### config.mk
export PLATFORM = sky130hd
export DESIGN_NAME = cpm_input
export DESIGN_NICKNAME = d
export VERILOG_FILES = /design/src/rtl/cpm_input_pkg.sv /design/src/rtl/cpm_input_bcd_mac_step.sv /design/src/rtl/cpm_input.sv
export SDC_FILE = /design/constraint.sdc
export NUM_CORES = 1
export LEC_CHECK = 0
export ABC_AREA = 1
export BUFFER_PORTS_ARGS = -buffer_cell sky130_fd_sc_hd__clkbuf_2
export CORE_UTILIZATION = 45
export DETAILED_ROUTE_END_ITERATION = 12
export GPL_ROUTABILITY_DRIVEN = 0
export PLACE_DENSITY = 0.61
export SYNTH_ARGS = -nofsm -noshare
export SYNTH_HDL_FRONTEND = slang
export SYNTH_SLANG_ARGS = --single-unit
### constraint.sdc
create_clock -name clk_200MHz -period 3.5 [get_ports clk_200MHz]
set_input_delay 0.175 -clock clk_200MHz [delete_from_list [all_inputs] [get_ports clk_200MHz]]
set_output_delay 0.175 -clock clk_200MHz [all_outputs]
set_load 0.03 [all_outputs]
### src/rtl/cpm_input_pkg.sv
// Shared definitions for the CPM result-bus receiver: bus geometry,
// FSM state encoding and small BCD helpers.
package cpm_input_pkg;

    localparam int CPM_W          = 23;
    localparam int CPM_STROBE_BIT = 22;
    localparam int CPM_DATA_W     = 22;
    localparam int BIN_W          = 19;
    localparam int HI_CNT_W       = 12;
    localparam int CONV_STEPS     = 6;

    typedef enum logic [2:0] {
        ST_IDLE     = 3'd0,
        ST_QUALIFY  = 3'd1,
        ST_CONVERT  = 3'd2,
        ST_HOLD     = 3'd3,
        ST_WAIT_LOW = 3'd4
    } cpm_state_t;

    // True when every 4-bit digit d4..d0 is a legal BCD value (0..9).
    // d5 is only 2 bits wide, so it can never be out of range.
    function automatic logic bcd_word_ok(input logic [CPM_DATA_W-1:0] w);
        logic ok;
        ok = 1'b1;
        for (int i = 0; i < 5; i++) begin
            if (w[i*4 +: 4] > 4'd9) begin
                ok = 1'b0;
            end
        end
        return ok;
    endfunction

    // Digit fed to the accumulator on conversion step idx, most significant first.
    function automatic logic [3:0] conv_digit(input logic [CPM_DATA_W-1:0] w,
                                              input logic [2:0] idx);
        logic [3:0] d;
        case (idx)
            3'd0:    d = {2'b00, w[21:20]};
            3'd1:    d = w[19:16];
            3'd2:    d = w[15:12];
            3'd3:    d = w[11:8];
            3'd4:    d = w[7:4];
            default: d = w[3:0];
        endcase
        return d;
    endfunction

endpackage

### src/rtl/cpm_input_bcd_mac_step.sv
// One decimal accumulation step: acc*10 + digit, built from shifts and adds
// so no multiplier is needed. Kept standalone for reuse by display paths.
module bcd_mac_step
    import cpm_input_pkg::*;
(
    input  logic [BIN_W-1:0] acc,
    input  logic [3:0]       digit,
    output logic [BIN_W-1:0] acc_next
);

    // acc*10 = acc*8 + acc*2, then add the incoming digit.
    always_comb begin
        acc_next = (acc << 3) + (acc << 1) + {{(BIN_W-4){1'b0}}, digit};
    end

endmodule

### src/rtl/cpm_input.sv
// Receiver for the 23-bit CPM result bus: qualifies the frame strobe,
// captures and validates the BCD word, converts it to binary over six
// cycles and offers the result to the logger.
//
// Result handshake: result_valid rises with result_bin and both stay stable
// until a cycle in which result_valid & result_ready are both 1; that cycle
// is the transfer and result_valid drops on the following edge.
module cpm_input
    import cpm_input_pkg::*;
#(
    parameter int MIN_HIGH = 16,
    parameter int MAX_HIGH = 4095
) (
    input  logic              clk_200MHz,
    input  logic              reset,
    input  logic [CPM_W-1:0]  cpm,
    input  logic              result_ready,
    output logic [BIN_W-1:0]  result_bin,
    output logic              result_valid,
    output logic              bcd_error,
    output logic              glitch,
    output logic              stuck_error,
    output logic              overrun,
    output cpm_state_t        fsm_state
);

    localparam logic [HI_CNT_W-1:0] MIN_LAST = HI_CNT_W'(MIN_HIGH - 1);
    localparam logic [HI_CNT_W-1:0] MAX_CNT  = HI_CNT_W'(MAX_HIGH);
    localparam logic [HI_CNT_W-1:0] MAX_PRE  = HI_CNT_W'(MAX_HIGH - 1);
    localparam logic [2:0]          LAST_STEP = 3'(CONV_STEPS - 1);

    cpm_state_t              state, next_state;
    logic                    strobe;
    logic                    strobe_d;
    logic                    strobe_d_vld;
    logic                    rise;
    logic [HI_CNT_W-1:0]     hi_cnt, hi_cnt_next;
    logic [CPM_DATA_W-1:0]   shadow;
    logic [BIN_W-1:0]        acc, acc_next;
    logic [2:0]              conv_step;
    logic [3:0]              digit;

    logic                    capture;
    logic                    bcd_bad;
    logic                    glitch_set;
    logic                    conv_done;
    logic                    accept;
    logic                    overrun_set;
    logic                    stuck_set;

    assign strobe    = cpm[CPM_STROBE_BIT];
    // strobe_d is meaningless on the first sample after reset, so a strobe
    // already high then is treated as mid-frame rather than as a rise.
    assign rise      = strobe & ~strobe_d & strobe_d_vld;
    assign digit     = conv_digit(shadow, conv_step);
    assign fsm_state = state;

    bcd_mac_step u_mac (
        .acc      (acc),
        .digit    (digit),
        .acc_next (acc_next)
    );

    // Strobe-high counter: counts in every state, saturates at MAX_HIGH.
    always_comb begin
        hi_cnt_next = '0;
        stuck_set   = 1'b0;
        if (strobe) begin
            hi_cnt_next = (hi_cnt == MAX_CNT) ? hi_cnt : hi_cnt + 1'b1;
            stuck_set   = (hi_cnt == MAX_PRE);
        end
    end

    // State register.
    always_ff @(posedge clk_200MHz) begin
        if (reset) begin
            state <= ST_IDLE;
        end else begin
            state <= next_state;
        end
    end

    // Next-state logic and single-cycle control strobes.
    always_comb begin
        next_state  = state;
        capture     = 1'b0;
        bcd_bad     = 1'b0;
        glitch_set  = 1'b0;
        conv_done   = 1'b0;
        accept      = 1'b0;
        overrun_set = 1'b0;
        case (state)
            ST_IDLE: begin
                if (rise) begin
                    next_state = ST_QUALIFY;
                end else if (strobe) begin
                    next_state = ST_WAIT_LOW;
                end
            end
            ST_QUALIFY: begin
                if (!strobe) begin
                    glitch_set = 1'b1;
                    next_state = ST_IDLE;
                end else if (hi_cnt == MIN_LAST) begin
                    capture = 1'b1;
                    if (!bcd_word_ok(cpm[CPM_DATA_W-1:0])) begin
                        bcd_bad    = 1'b1;
                        next_state = ST_WAIT_LOW;
                    end else begin
                        next_state = ST_CONVERT;
                    end
                end
            end
            ST_CONVERT: begin
                if (conv_step == LAST_STEP) begin
                    conv_done  = 1'b1;
                    next_state = ST_HOLD;
                end
            end
            ST_HOLD: begin
                // A new frame while the old result is unread is dropped.
                overrun_set = rise;
                if (result_ready) begin
                    accept     = 1'b1;
                    next_state = strobe ? ST_WAIT_LOW : ST_IDLE;
                end
            end
            ST_WAIT_LOW: begin
                if (!strobe) begin
                    next_state = ST_IDLE;
                end
            end
            default: begin
                next_state = ST_IDLE;
            end
        endcase
    end

    // Datapath: strobe history, counter, shadow capture, conversion, outputs.
    always_ff @(posedge clk_200MHz) begin
        if (reset) begin
            strobe_d     <= 1'b0;
            strobe_d_vld <= 1'b0;
            hi_cnt       <= '0;
            shadow       <= '0;
            acc          <= '0;
            conv_step    <= '0;
            result_bin   <= '0;
            result_valid <= 1'b0;
            bcd_error    <= 1'b0;
            glitch       <= 1'b0;
            stuck_error  <= 1'b0;
            overrun      <= 1'b0;
        end else begin
            strobe_d     <= strobe;
            strobe_d_vld <= 1'b1;
            hi_cnt       <= hi_cnt_next;
            bcd_error    <= bcd_bad;
            glitch       <= glitch_set;
            stuck_error  <= stuck_set;
            overrun      <= overrun_set;
            if (capture) begin
                shadow    <= cpm[CPM_DATA_W-1:0];
                acc       <= '0;
                conv_step <= '0;
            end else if (state == ST_CONVERT) begin
                acc       <= acc_next;
                conv_step <= conv_step + 3'd1;
            end
            if (conv_done) begin
                result_bin   <= acc_next;
                result_valid <= 1'b1;
            end else if (accept) begin
                result_valid <= 1'b0;
            end
        end
    end

endmodule

Word-level counts from Yosys, hierarchy flattened
Cells that the tools add are included.
{"block": "word_totals", "output_inout_bits": 27, "regBits": 84, "inputBits": 26}
{"block": "op_classes", "bitwise": 7, "eq_ne": 17, "muxes": 31, "n_lt_le_gt_ge": 5, "add_sub_neg": 4, "n_reduce_logical": 9}
{"op": "two-way mux 3 bit", "count": 9}
{"op": "equality test 12 bit, second input constant", "count": 2}
{"op": "greater-than comparator 4 bit, second input constant", "count": 5}
{"op": "two-way mux 1 bit", "count": 20}
{"op": "case mux 4 bit (5 select lines)", "count": 1}
{"op": "adder 19 bit", "count": 1}
{"op": "adder 19 x 4 -> 19 bit", "count": 1}
{"op": "case mux 3 bit (5 select lines)", "count": 1}
{"op": "adder 12 x 1 -> 12 bit, second input constant", "count": 1}
{"op": "equality test 12 x 4 -> 1 bit, second input constant", "count": 1}
{"op": "equality test 3 x 2 -> 1 bit, second input constant", "count": 4}
{"op": "equality test 3 bit, second input constant", "count": 3}
{"op": "OR reduction 2 bit", "count": 4}
{"op": "equality test 3 x 1 -> 1 bit, second input constant", "count": 2}
{"op": "zero test 3 bit", "count": 2}
{"op": "inequality test 2 bit, second input constant", "count": 3}
{"op": "inequality test 3 bit, second input constant", "count": 2}
{"op": "inverter 1 bit", "count": 5}
{"op": "AND reduction 5 bit", "count": 1}
{"op": "OR reduction 4 bit", "count": 1}
{"op": "adder 3 x 1 -> 3 bit, second input constant", "count": 1}
{"op": "bitwise AND 1 bit", "count": 2}
{"op": "nonzero test 2 bit", "count": 1}

Logic depth before layout (Yosys ltp)
Gate-level depths: netlist of the first run.
{"block": "depth", "word_depth": 13, "depth_mapped": 22}

Cells and area by module
A second synthesis of the first run with hierarchy kept.
{"block": "hier_totals", "hier_cells": 691, "area_unflattened_um2": 4978.5}
{"module": "cpm_input", "instances": 1, "cells_per_inst": 470, "area_per_inst_um2": 3711.1}
{"module": "bcd_mac_step", "instances": 1, "cells_per_inst": 221, "area_per_inst_um2": 1267.5}

Least setup slack after synthesis of the first run
Ideal clock, no wire load.
{"block": "synth_timing", "path_kind": "reg2reg", "from": "reg conv_step[0]", "to": "reg acc[16]", "arrival_time_ns": 2.832, "path_slack_ns": 0.560, "path_buffers": 0, "setup_time_ns": 0.109, "synth_period_minus_slack_ns": 2.940, "path_stages_with_launch": 23, "cell_sequence": "dfxtp_1 -> inv_1 -> ha_1 -> inv_1 -> nor2_1 -> nor2_1 -> nand2_1 -> nand2_1 -> o32ai_1 -> inv_1 -> ha_1 -> ha_1 -> fa_1 -> nand2_1 -> nand2_1 -> nand3b_1 -> nand2_1 -> nand2_1 -> nand2_1 -> nand2_1 -> nand3_1 -> nand2_1 -> inv_1"}
{"block": "synth_via", "elab_chain_len": 3}
{"element": "start: declaration", "line_no": "cpm_input.sv:40", "source": "logic [2:0] conv_step;"}
{"element": "start signal: assignment", "line_no": "cpm_input.sv:168", "source": "conv_step <= conv_step + 3'd1;"}
{"element": "equality test 3 bit, or another cell as far along", "line_no": "cpm_input_pkg.sv:37", "source": "case (idx)"}
{"element": "case mux 4 bit (5 select lines) *", "line_no": "cpm_input_pkg.sv:37"}
{"element": "adder 19 x 4 -> 19 bit *", "line_no": "cpm_input_bcd_mac_step.sv:13", "source": "acc_next = (acc << 3) + (acc << 1) + {{(BIN_W-4){1'b0}}, digit};"}
{"element": "end signal: assignment", "line_no": "cpm_input.sv:167", "source": "acc <= acc_next;"}
{"element": "end: declaration", "line_no": "cpm_input.sv:39", "source": "logic [BIN_W-1:0] acc, acc_next;"}
Every way passes the cells marked *; elsewhere a longest branch is shown, timed or not.
A chain may end at the register's enable or synchronous reset.

Worst setup path in the final report of the first run
{"block": "layout_timing", "from": "reg conv_step[0]", "to": "reg acc[14]"}
Same word-level chain as after synthesis.

==> results.md, run 1 <==
* Outcome: completed
* Critical-path cell list: inv_1, ha_1, inv_1, nor2_4, nor2_2, nand2_2, nand2_1, o21ai_0, fa_1, inv_1, fa_1, nand2_1, nand2_1, nand3_1, nand2_1, nand2_1, nand2_1, nand2_1, nand3_1, nand2_1, inv_1
* Async set-or-reset flop fraction in the synthesized netlist at 0
* Max Buffers Root-to-Sink at 2
* Placed Area at 0.00518 mm2
* Top_reg_cell synth: dfxtp_1
* Reg2Reg Capture Point: acc[14]
* Final setup violation count at 0
* Synth Area in Simple Gates at 0.281
* Area of the multi-input gates at 0.00263 mm2
* Maximum resistive drop on vdd at 400 uV
* Peak Freq at 0.312 GHz
* GR Util met3 at 0.0270
* Reg area at 0.00168 mm2
* Die X at 106 um
* Synth warn at 0
* CP Buf/Inv Count at 4
* CTS Buf Count at 9
* Crit-path max cell delay at 0.51 ns
* Setup CP Type: reg2reg
* CTS Hold Buffers Added at 0
* DRC violations left at 0
* HPWL after DPL at 8650 um
* Post-synth net total at 763
* Hold Crit Class: in2reg
* Top cells by instance count after synthesis: 179 x nand2_1, 118 x inv_1, 84 x dfxtp_1
* Crit end category: flip-flop
* Slew @ Worst Pin at 1.01 ns
* Avg WL per Cell at 12.9 um
* Post-Syn Area at 0.00486 mm2
* M2 GR Usage at 0.358
* Number of fill cells at 1059
* I/O Pins at 53
* Fin crit period at 3.20 ns
* Fin crit share at 0.916
* Vias in the first global route at 4160
* FP Rows at 37
* Pins Over Slew Limit at 0
* XOR/XNOR Fraction of Synth Area at 0.0144
* Initial DRC Count at 213
* Post-Syn Instances at 696
* Yosys reg bits at 84
* Relative slew slack at 0.325
* Top Family by Delay on Critical Path: simple AND/OR/NAND/NOR gates
* Mean Syn Cell Area at 6.98 um2
* Library cells used by synthesis at 38
* CP startpoint kind: flip-flop
* Seq/Total Area, Yosys at 0.346
* Min-delay src: cpm[4]
* Cell total after placement at 868
* Cell mode on critical path: nand2_1
* Vias per inst at 5.00
* Fin nets at 812
* Clk root buf: clkbuf_8
* ANT cells at 0
* CTS Sinks at 84
* Share of cells above drive strength 1 at 0.134
* Worst Skew at 0.0149 ns
* Crit-path max FO at 6
* TritonCTS clock tree: built
* Worst-path clk slew at 0.08 ns
* Non-Filler Instances at 885
* Post-synth EDFFs at 0
* Die area at 0.0112 mm2
* Routed via count at 4423
* Met1 global-route usage at 0.278
* Share of the synthesized area in the top cell type at 0.346
* Post-DRT Antenna Nets at 0
* GRT overflow at 0
* Largest net degree at the start of global routing at 33
* H-Tree Depth at 3
* Cell count along the critical path at 21
* Port Buffers at 52
* Largest area contributor in the synthesized netlist: dfxtp_1
* MaxCap Viol Count at 0
* Worst slack, placed at 0.0733 ns
* GR peak layer: met2
* Min Hold Slack at 0.0164 ns
* Core area at 0.0104 mm2
* Worst reg2reg setup slack at 0.30 ns
* Synth Area in Adders at 0.109
* Max stage delay cell, worst path: fa_1
* Post-synthesis mux area share at 0
* Most common cell in the netlist: nand2_1
* End of the worst hold path: shadow[4]
* Power density cells at 512 mW/mm2
* Layout area overhead at 11.5%
* Starting Density at 0.467
* Largest family of logic cells by synthesized area: simple AND/OR/NAND/NOR gates
* Hold path depth at 3
* WL final at 11400 um
* Die height at 106 um
* Synth top area cells: dfxtp_1 35%, nand2_1 14%, ha_1 10%
* R2R depth at 21
* Clk_lat worst skew at 0.36 ns
* Compound-Gate Fraction of Synth Area at 0.131
* Leak Pwr at 0.00280 uW
* Design area at 0.00542 mm2
* Global Route Usage Sum at 0.214
* Antenna violations before repair at 0
* Core Util, Final at 0.520
* Post-route setup slack at 0.295 ns
* Hold Violations, Final at 0
* First-pass DRT Iterations at 4
* CP arrival at 3.47 ns
* Reg2reg start: conv_step[0]
* First-pass GRT wire length at 19200 um
* WP data required at 3.76 ns
sequential cells by signal, summed over array words and instances (netlist names), 3 cells and up:
register / count
fsm_state: 3
result_bin: 19
hi_cnt: 12
acc: 18
shadow: 22
conv_step: 3
worst reg2reg max path, cell delays in order (launching register included):
cell and delay [ns]:
dfxtp_2 0.36, inv_1 0.08, ha_1 0.19, inv_1 0.09, nor2_4 0.05, nor2_2 0.14, nand2_2 0.12, nand2_1 0.08
o21ai_0 0.13, fa_1 0.51, inv_1 0.07, fa_1 0.46, nand2_1 0.08, nand2_1 0.09, nand3_1 0.11, nand2_1 0.11
nand2_1 0.10, nand2_1 0.06, nand2_1 0.07, nand3_1 0.07, nand2_1 0.12, inv_1 0.04
cell type report:
type / instances / area share
Sequential cell: 84 / 0.311
Multi-Input combinational cell: 471 / 0.485
Clock inverter: 5 / 0.00970
Inverter: 124 / 0.0859
Clock buffer: 10 / 0.0254
Timing Repair Buffer: 55 / 0.0522
Tap cell: 136 / 0.0314
per-layer routing:
layer  wire length (um)  share of wire
met3                384          0.034
met5                  0              0
met1               5600           0.49
met2               5250           0.46
met4                204          0.018
report_power, final:
group | total, uW | internal (uW) | leakage (uW) | switching [uW]
clock | 688 | 342 | 0.0000979 | 346
combinational | 967 | 346 | 0.00202 | 621
sequential | 1120 | 1030 | 0.000680 | 82.8
total | 2770 | 1720 | 0.00280 | 1050
logic make-up (layout without fill, tap and decap cells):
kind of cell,after synthesis,count (layout)
AND/OR/NAND/NOR,317,317
adder cells (fa/ha/maj),41,41
AO/OA/AOI/OAI,105,105
flip-flops,84,84
XOR/XNOR,8,8
buffers and inverters,141,194
layout by cell type (no fill, tap or decap), types with 4 or more instances in the layout:
| master | synthesis | layout |
|---|---|---|
| o21ai_0 | 28 | 26 |
| a22o_1 | 12 | 12 |
| inv_2 | 6 | 6 |
| o211ai_1 | 10 | 10 |
| nand4_1 | 4 | 4 |
| nor3_1 | 8 | 8 |
| o22ai_1 | 4 | 4 |
| dfxtp_1 | 84 | 82 |
| inv_1 | 118 | 118 |
| clkbuf_8 | 0 | 10 |
| nor2_4 | 3 | 4 |
| nor2_1 | 50 | 48 |
| and2_1 | 4 | 4 |
| nand2_1 | 179 | 178 |
| ha_1 | 39 | 38 |
| xor2_1 | 5 | 5 |
| nand3_1 | 54 | 54 |
| o21a_1 | 7 | 7 |
| nor2_2 | 3 | 4 |
| o21ai_1 | 5 | 6 |
| clkbuf_2 | 0 | 52 |
| a21oi_1 | 32 | 32 |
through the flow:
stage | total power, uW | setup TNS, ns
global placement | 2040 | 0
CTS | 2770 | 0
floorplan | 1840 | 0
detailed placement | 2070 | 0
finish | 2770 | 0
global route | 2990 | -0.0148
worst max path at each step:
stage	startpoint	endpoint	slack, ns
floorplan	conv_step[0]	acc[16]	0.56
global placement	conv_step[0]	result_bin[18]	0.28
detailed placement	conv_step[0]	acc[14]	0.07
CTS	conv_step[0]	acc[14]	0.06
global route	conv_step[0]	acc[14]	-0.01
finish	conv_step[0]	acc[14]	0.30
repair_timing:
item / in CTS / in global routing
endpoints found under the setup margin: 0 / 21
resized for setup: 0 / 11
buffers inserted: 0 / 2
Note: power is estimated with default switching activity, not from simulation.
==> inputs of run 2 (changes only) <==
- ABC_AREA: 1 -> default
- CTS_CLUSTER_SIZE: default -> 12
==> run 2 against run 1 <==
  * Fmax shrank 4.6%
  * First-iteration DRC count grew 4.2%
  * Wire length shrank 4.6%
  * Clock power grew 5.5%
  * Combinational power shrank 92%
  * Core utilization grew 1.4 points
  * Worst setup slack lost 0.15 ns
  * Critical endpoint is now acc[16]
==> results.md, run 2 <==
* CTS Hold Buffers Added at 0 (unchanged)
* H-Tree Depth at 3 (unchanged)
* Pins Over Slew Limit at 0 (unchanged)
* Yosys reg bits at 84 (unchanged)
* GRT overflow at 0 (unchanged)
* GR peak layer: met2 (unchanged)
* Avg WL per Cell at 14.4 um (was 12.9 um)
* Post-Syn Instances at 575 (was 696)
* Core area at 0.00982 mm2 (was 0.0104 mm2)
* Worst Skew at 0.00675 ns (was 0.0149 ns)
* Synth top area cells: dfxtp_1 37%, ha_1 11%, nand2_1 9.7% (was dfxtp_1 35%, nand2_1 14%, ha_1 10%)
* Max stage delay cell, worst path: fa_1 (unchanged)
* Global Route Usage Sum at 0.218 (was 0.214)
* Leading cell types in the layout, fill and taps excluded: 118 x nand2_1, 82 x dfxtp_1, 76 x a21oi_1 (was 178 x nand2_1, 118 x inv_1, 82 x dfxtp_1)
* Crit end category: flip-flop (unchanged)
* Cell count along the critical path at 14 (was 21)
* Critical-path cell list: ha_1, ha_2, a32oi_1, o211ai_1, o21ai_1, fa_1, inv_1, fa_2, a211oi_2, o211a_1, or2_2, a31oi_1, mux2i_1, nor2_1 (was inv_1, ha_1, inv_1, nor2_4, nor2_2, nand2_2, nand2_1, o21ai_0, fa_1, inv_1, fa_1, nand2_1, nand2_1, nand3_1, nand2_1, nand2_1, nand2_1, nand2_1, nand3_1, nand2_1, inv_1)
* Core Util, Final at 0.534 (was 0.520)
* WP data required at 3.76 ns (about the same)
* Hold Crit Class: in2reg (unchanged)
* Initial DRC Count at 222 (was 213)
* Post-synth net total at 642 (was 763)
* Worst reg2reg setup slack at 0.14 ns (was 0.30 ns)
* Routed via count at 4170 (was 4423)
* Commonest non-fill, non-tap cell in the layout: nand2_1 (unchanged)
* Power density cells at 337 mW/mm2 (was 512 mW/mm2)
* CTS Sinks at 84 (unchanged)
* Top_reg_cell synth: dfxtp_1 (unchanged)
* Vias per inst at 5.49 (was 5.00)
* ANT cells at 0 (unchanged)
* Fin crit period at 3.36 ns (was 3.20 ns)
* HPWL after DPL at 7730 um (was 8650 um)
* Top cells by instance count after synthesis: 118 x nand2_1, 84 x dfxtp_1, 78 x a21oi_1 (was 179 x nand2_1, 118 x inv_1, 84 x dfxtp_1)
* TritonCTS clock tree: built (unchanged)
* Crit-path max cell delay at 0.42 ns (was 0.51 ns)
* Share of the synthesized area in the top cell type at 0.369 (was 0.346)
* Vias in the first global route at 3710 (was 4160)
* MaxCap Viol Count at 0 (unchanged)
* CP arrival at 3.61 ns (was 3.47 ns)
* CTS Buf Count at 9 (unchanged)
* GR Util met3 at 0.0346 (was 0.0270)
* Post-synth EDFFs at 0 (unchanged)
* FP Rows at 36 (was 37)
* Top Family by Delay on Critical Path: adder cells (was simple AND/OR/NAND/NOR gates)
* First-pass DRT Iterations at 5 (was 4)
* Maximum resistive drop on vdd at 172 uV (was 400 uV)
* Reg2reg start: conv_step[0] (unchanged)
* Async set-or-reset flop fraction in the synthesized netlist at 0 (unchanged)
* Die X at 103 um (was 106 um)
* First-pass GRT wire length at 17800 um (was 19200 um)
* Die height at 103 um (was 106 um)
* Max reg flops at 22 (unchanged)
* CP Buf/Inv Count at 1 (was 4)
* Seq/Total Area, Yosys at 0.369 (was 0.346)
* Worst-path clk slew at 0.08 ns (about the same)
* Crit-path max FO at 4 (was 6)
* Most common cell in the netlist: nand2_1 (unchanged)
* Synth warn at 0 (unchanged)
* R2R depth at 14 (was 21)
* I/O Pins at 53 (unchanged)
* Leak Pwr at 0.00210 uW (was 0.00280 uW)
* Fin nets at 689 (was 812)
* CP startpoint kind: flip-flop (unchanged)
* Share of cells above drive strength 1 at 0.167 (was 0.134)
* Largest area contributor in the synthesized netlist: dfxtp_1 (unchanged)
* Biggest regs: shadow: 22 flops, result_bin: 19 flops, acc: 18 flops (unchanged)
* Library cells used by synthesis at 52 (was 38)
* Worst setup path end: acc[16] (was acc[14])
* Sum Neg Setup Slack at 0 ns (unchanged)
* Outcome: completed (unchanged)
* Antenna violations before repair at 0 (unchanged)
* Final setup violation count at 0 (unchanged)
* Max Buffers Root-to-Sink at 2 (unchanged)
* Peak Freq at 0.298 GHz (was 0.312 GHz)
* DRC violations left at 0 (unchanged)
* M2 GR Usage at 0.351 (was 0.358)
* Largest net degree at the start of global routing at 50 (was 33)
* Setup CP Type: reg2reg (unchanged)
* Biggest register: shadow (unchanged)
* Fin crit share at 0.960 (was 0.916)
* Worst setup path start: conv_step[0] (unchanged)
* Slew @ Worst Pin at 0.524 ns (was 1.01 ns)
* WL final at 10900 um (was 11400 um)
* Mean Syn Cell Area at 7.93 um2 (was 6.98 um2)
* Layout area overhead at 15.0% (was 11.5%)
* Post-Syn Area at 0.00456 mm2 (was 0.00486 mm2)
* Min-delay src: cpm[20] (was cpm[4])
* Clk_lat worst skew at 0.36 ns (about the same)
* Starting Density at 0.465 (was 0.467)
* Port Buffers at 52 (unchanged)
* Reg2Reg Capture Point: acc[16] (was acc[14])
* Met1 global-route usage at 0.295 (was 0.278)
* Post-DRT Antenna Nets at 0 (unchanged)
* Clk root buf: clkbuf_8 (unchanged)
* Die area at 0.0105 mm2 (was 0.0112 mm2)
* Relative slew slack at 0.651 (was 0.325)
* Hold Violations, Final at 0 (unchanged)
[run 2: changes by cell type in the layout (fill, tap and decap cells not counted), sizes merged, moves of 9 or more]
cell,delta
buf,+14
nand2,-64
a22o,-12
a21oi,+46
inv,-114
xnor2,+9
a211oi,+10
nor2,-24
nand3,-34
[run 2: worst min-delay path: stages]
cell	delay, ns
clkbuf_2	0.08
nand2_1	0.04
a21oi_1	0.05
[run 2: report_power, final]
group	switching (uW)	leakage, uW	total (uW)	internal (uW)
clock	356	0.0000959	726	370
sequential	9.33	0.000679	969	960
combinational	46.6	0.00133	75.2	28.6
total	412	0.00210	1770	1360
[run 2: cell type report]
class	count	area, um2
Tap cell	133	166
Fill cell	962	4570
Clock buffer	13	159
Sequential cell	84	1680
Multi-Input combinational cell	448	2770
Clock inverter	3	45.0
Inverter	10	37.5
Timing Repair Buffer	69	388
[run 2: worst min-delay path by stage]
stage                      end  slack, ns  cells past startpoint
global placement    shadow[21]       0.40                      3
floorplan            shadow[0]       0.32                      2
detailed placement  shadow[20]       0.41                      3
global route        shadow[16]       0.03                      3
CTS                 shadow[20]       0.02                      3
finish              shadow[20]       0.03                      3
[run 2: per-stage QoR]
step	worst slack, ns	power (uW)	hold WS, ns	cell area [um2]	cells
3_5_place_dp	-0.0762	1070	0.406	4970	743
3_3_place_gp	0.0595	1070	0.403	4970	743
5_1_grt	-0.00920	1830	0.0271	5250	760
4_1_cts	0.0144	1790	0.0157	5180	759
6_report	0.141	1770	0.0320	5250	760
2_1_floorplan	0.135	1040	0.315	4560	575
[run 2: what timing repair did]
action                     CTS  global route
pin swaps                    1             2
resized for setup            2            18
cloned                       0             0
setup buffers                0             1
setup endpoints to repair    3            14
[run 2: kinds of logic after synthesis]
group / count (synthesis) / synth area share
XOR/XNOR: 19 / 0.0365
AO/OA/AOI/OAI: 150 / 0.191
buffers and inverters: 43 / 0.0381
adder cells (fa/ha/maj): 41 / 0.116
flip-flops: 84 / 0.369
multiplexers: 6 / 0.0132
AND/OR/NAND/NOR: 232 / 0.236
[run 2: routing by layer]
layer	vias to the layer above	wire, um
met3	23	549
met2	113	4970
met4	0	197
met1	1915	5200
met5	-	0
li1	2119	-
==> inputs of run 3 (changes only) <==
- BUFFER_PORTS_ARGS: -buffer_cell sky130_fd_sc_hd__clkbuf_2 -> -buffer_cell sky130_fd_sc_hd__buf_2
- CELL_PAD_IN_SITES_DETAIL_PLACEMENT: default -> 2
- CELL_PAD_IN_SITES_GLOBAL_PLACEMENT: default -> 2
- CORE_UTILIZATION: 45 -> 34
- PLACE_DENSITY: 0.61 -> 0.76
- REMOVE_ABC_BUFFERS: default -> 1
==> run 3 against run 2 <==
  * Non-clock buffer count up 9
  * Via count grew 6.2%
  * Highest routed layer unchanged
  * Clock-buffer cell count is 4 lower
  * Sequential power about the same
  * Core utilization fell by 9.8 points
  * Clock power grew 35%
==> results.md, run 3 (synthesis results as in run 2) <==
* Worst Skew at 0.00739 ns (was 0.00675 ns)
* Worst-path clk slew at 0.07 ns (was 0.08 ns)
* Non-Filler Instances at 808 (was 760)
* DRC violations left at 0 (unchanged)
* Hold Crit Class: in2reg (unchanged)
* Total power at 2030 uW (was 1770 uW)
* Pins Over Slew Limit at 0 (unchanged)
* CTS Sinks at 84 (unchanged)
* Fin crit period at 3.44 ns (was 3.36 ns)
* I/O Pins at 53 (unchanged)
* Core Util, Final at 0.436 (was 0.534)
* Relative slew slack at 0.546 (was 0.651)
* Unrepaired setup endpoints after global routing: true
* GRT overflow at 0 (unchanged)
* Leak Pwr at 0.00225 uW (was 0.00210 uW)
* MaxCap Viol Count at 0 (unchanged)
* Port Buffers at 52 (unchanged)
* Fin crit share at 0.984 (was 0.960)
* Crit end category: flip-flop (unchanged)
* Crit-path max FO at 4 (unchanged)
* First-pass DRT Iterations at 4 (was 5)
* Antenna violations before repair at 0 (unchanged)
* Post-DRT Antenna Nets at 0 (unchanged)
* HPWL after DPL at 10500 um (was 7730 um)
* Biggest register: shadow (unchanged)
* Avg WL per Cell at 19.0 um (was 14.4 um)
* Area of the multi-input gates at 0.00289 mm2 (was 0.00277 mm2)
* FP Rows at 41 (was 36)
* CTS Buf Count at 9 (unchanged)
* Starting Density at 0.356 (was 0.465)
* Vias per inst at 5.48 (was 5.49)
* Hold Violations, Final at 0 (unchanged)
* Maximum resistive drop on vdd at 187 uV (was 172 uV)
* Clk root buf: clkbuf_16 (was clkbuf_8)
* Reg area at 0.00169 mm2 (was 0.00168 mm2)
* Setup CP Type: reg2reg (unchanged)
* ANT cells at 0 (unchanged)
* Share of cells above drive strength 1 at 0.206 (was 0.167)
* Peak Freq at 0.290 GHz (was 0.298 GHz)
* Core area at 0.0128 mm2 (was 0.00982 mm2)
* Leading cell types in the layout, fill and taps excluded: 118 x nand2_1, 82 x dfxtp_1, 74 x a21oi_1 (was 118 x nand2_1, 82 x dfxtp_1, 76 x a21oi_1)
* CP startpoint kind: flip-flop (unchanged)
* Die X at 118 um (was 103 um)
* Initial DRC Count at 103 (was 222)
* First-pass GRT wire length at 24800 um (was 17800 um)
* Final setup violation count at 0 (unchanged)
* Die height at 118 um (was 103 um)
* CTS Hold Buffers Added at 0 (unchanged)
* Commonest non-fill, non-tap cell in the layout: nand2_1 (unchanged)
* Vias in the first global route at 4888 (was 3710)
* Max Buffers Root-to-Sink at 2 (unchanged)
* Number of fill cells at 1468 (was 962)
* Die area at 0.0139 mm2 (was 0.0105 mm2)
* TritonCTS clock tree: built (unchanged)
* Largest net degree at the start of global routing at 50 (unchanged)
* Global Route Usage Sum at 0.224 (was 0.218)
* Routed via count at 4427 (was 4170)
* WP data required at 3.79 ns (was 3.76 ns)
* Sum Neg Setup Slack at 0 ns (unchanged)
* Cell total after placement at 790 (was 743)
* H-Tree Depth at 3 (unchanged)
* Outcome: completed (unchanged)
* Clk_lat worst skew at 0.35 ns (was 0.36 ns)
* Power density cells at 363 mW/mm2 (was 337 mW/mm2)
* Biggest regs: shadow: 22 flops, result_bin: 19 flops, acc: 18 flops (unchanged)
* Fin nets at 698 (was 689)
* Slew @ Worst Pin at 0.678 ns (was 0.524 ns)
* Min Hold Slack at 0.0759 ns (was 0.0320 ns)
* WL final at 15300 um (was 10900 um)
* Layout area overhead at 22.6% (was 15.0%)
* Max reg flops at 22 (unchanged)
* CP arrival at 3.73 ns (was 3.61 ns)
-- run 3: cell count changes in the layout (fill, tap and decap cells not counted), moves of 3 or more --
cell	delta
buf_4	+7
clkbuf_8	-11
clkbuf_2	-52
buf_2	+52
ha_4	+3
clkbuf_16	+9
-- run 3: area by class of cell --
class                   instances  area share
multi-input cells             448       0.516
well taps                     172      0.0385
clock buffers                   9      0.0403
inverters                      10     0.00716
clock inverters                 7      0.0132
flip-flops and latches         84       0.302
repair buffers                 78      0.0828
-- run 3: what timing repair did --
item / CTS / global route
setup endpoints to repair: 18 / 22
setup buffers: 1 / 1
gates resized for setup: 9 / 39
pin swaps: 3 / 23
cloned: 0 / 0
endpoints found under the hold margin: 0 / 0
-- run 3: power by group --
part / switching (uW) / total, uW / internal [uW]
Sequential: 9.69 / 969 / 959
Clock: 423 / 980 / 557
Combinational: 53.4 / 82.3 / 28.9
-- run 3: worst paths after layout --
path	cells past startpoint	slack, ns	start	end
min reg2reg	2	0.46	result_bin[2]	result_bin[2]
min	3	0.08	cpm[21]	shadow[21]
max reg2reg	16	0.06	conv_step[1]	result_bin[11]
max	16	0.06	conv_step[1]	result_bin[11]
-- run 3: critical path: stages (launching register included) --
cell and delay (ns):
dfxtp_4 0.37, buf_6 0.12, ha_4 0.16, nor3_2 0.19, o21bai_2 0.11, o211ai_1 0.10, o21ai_1 0.11, fa_1 0.49
inv_1 0.07, buf_4 0.14, ha_4 0.26, a211oi_2 0.07, or2_4 0.28, a21o_1 0.18, o21a_1 0.20, or4_1 0.47
nand3_1 0.10
-- run 3: metrics by stage --
| step | setup WS (ns) | cell area [um2] |
|---|---|---|
| after floorplan | 0.110 | 4430 |
| after global placement | 0.00290 | 5080 |
| after detailed placement | -0.211 | 5080 |
| after CTS | 0.00540 | 5420 |
| after global routing | -0.114 | 5590 |
| final | 0.0552 | 5590 |
-- run 3: layer usage --
metal / global-route usage / part of all wire / vias up
li1: - / - / 2144
met2: 0.418 / 0.52 / 58
met1: 0.260 / 0.43 / 2207
met4: 0.0737 / 0.019 / 0
met5: 0 / 0 / -
met3: 0.0305 / 0.022 / 18
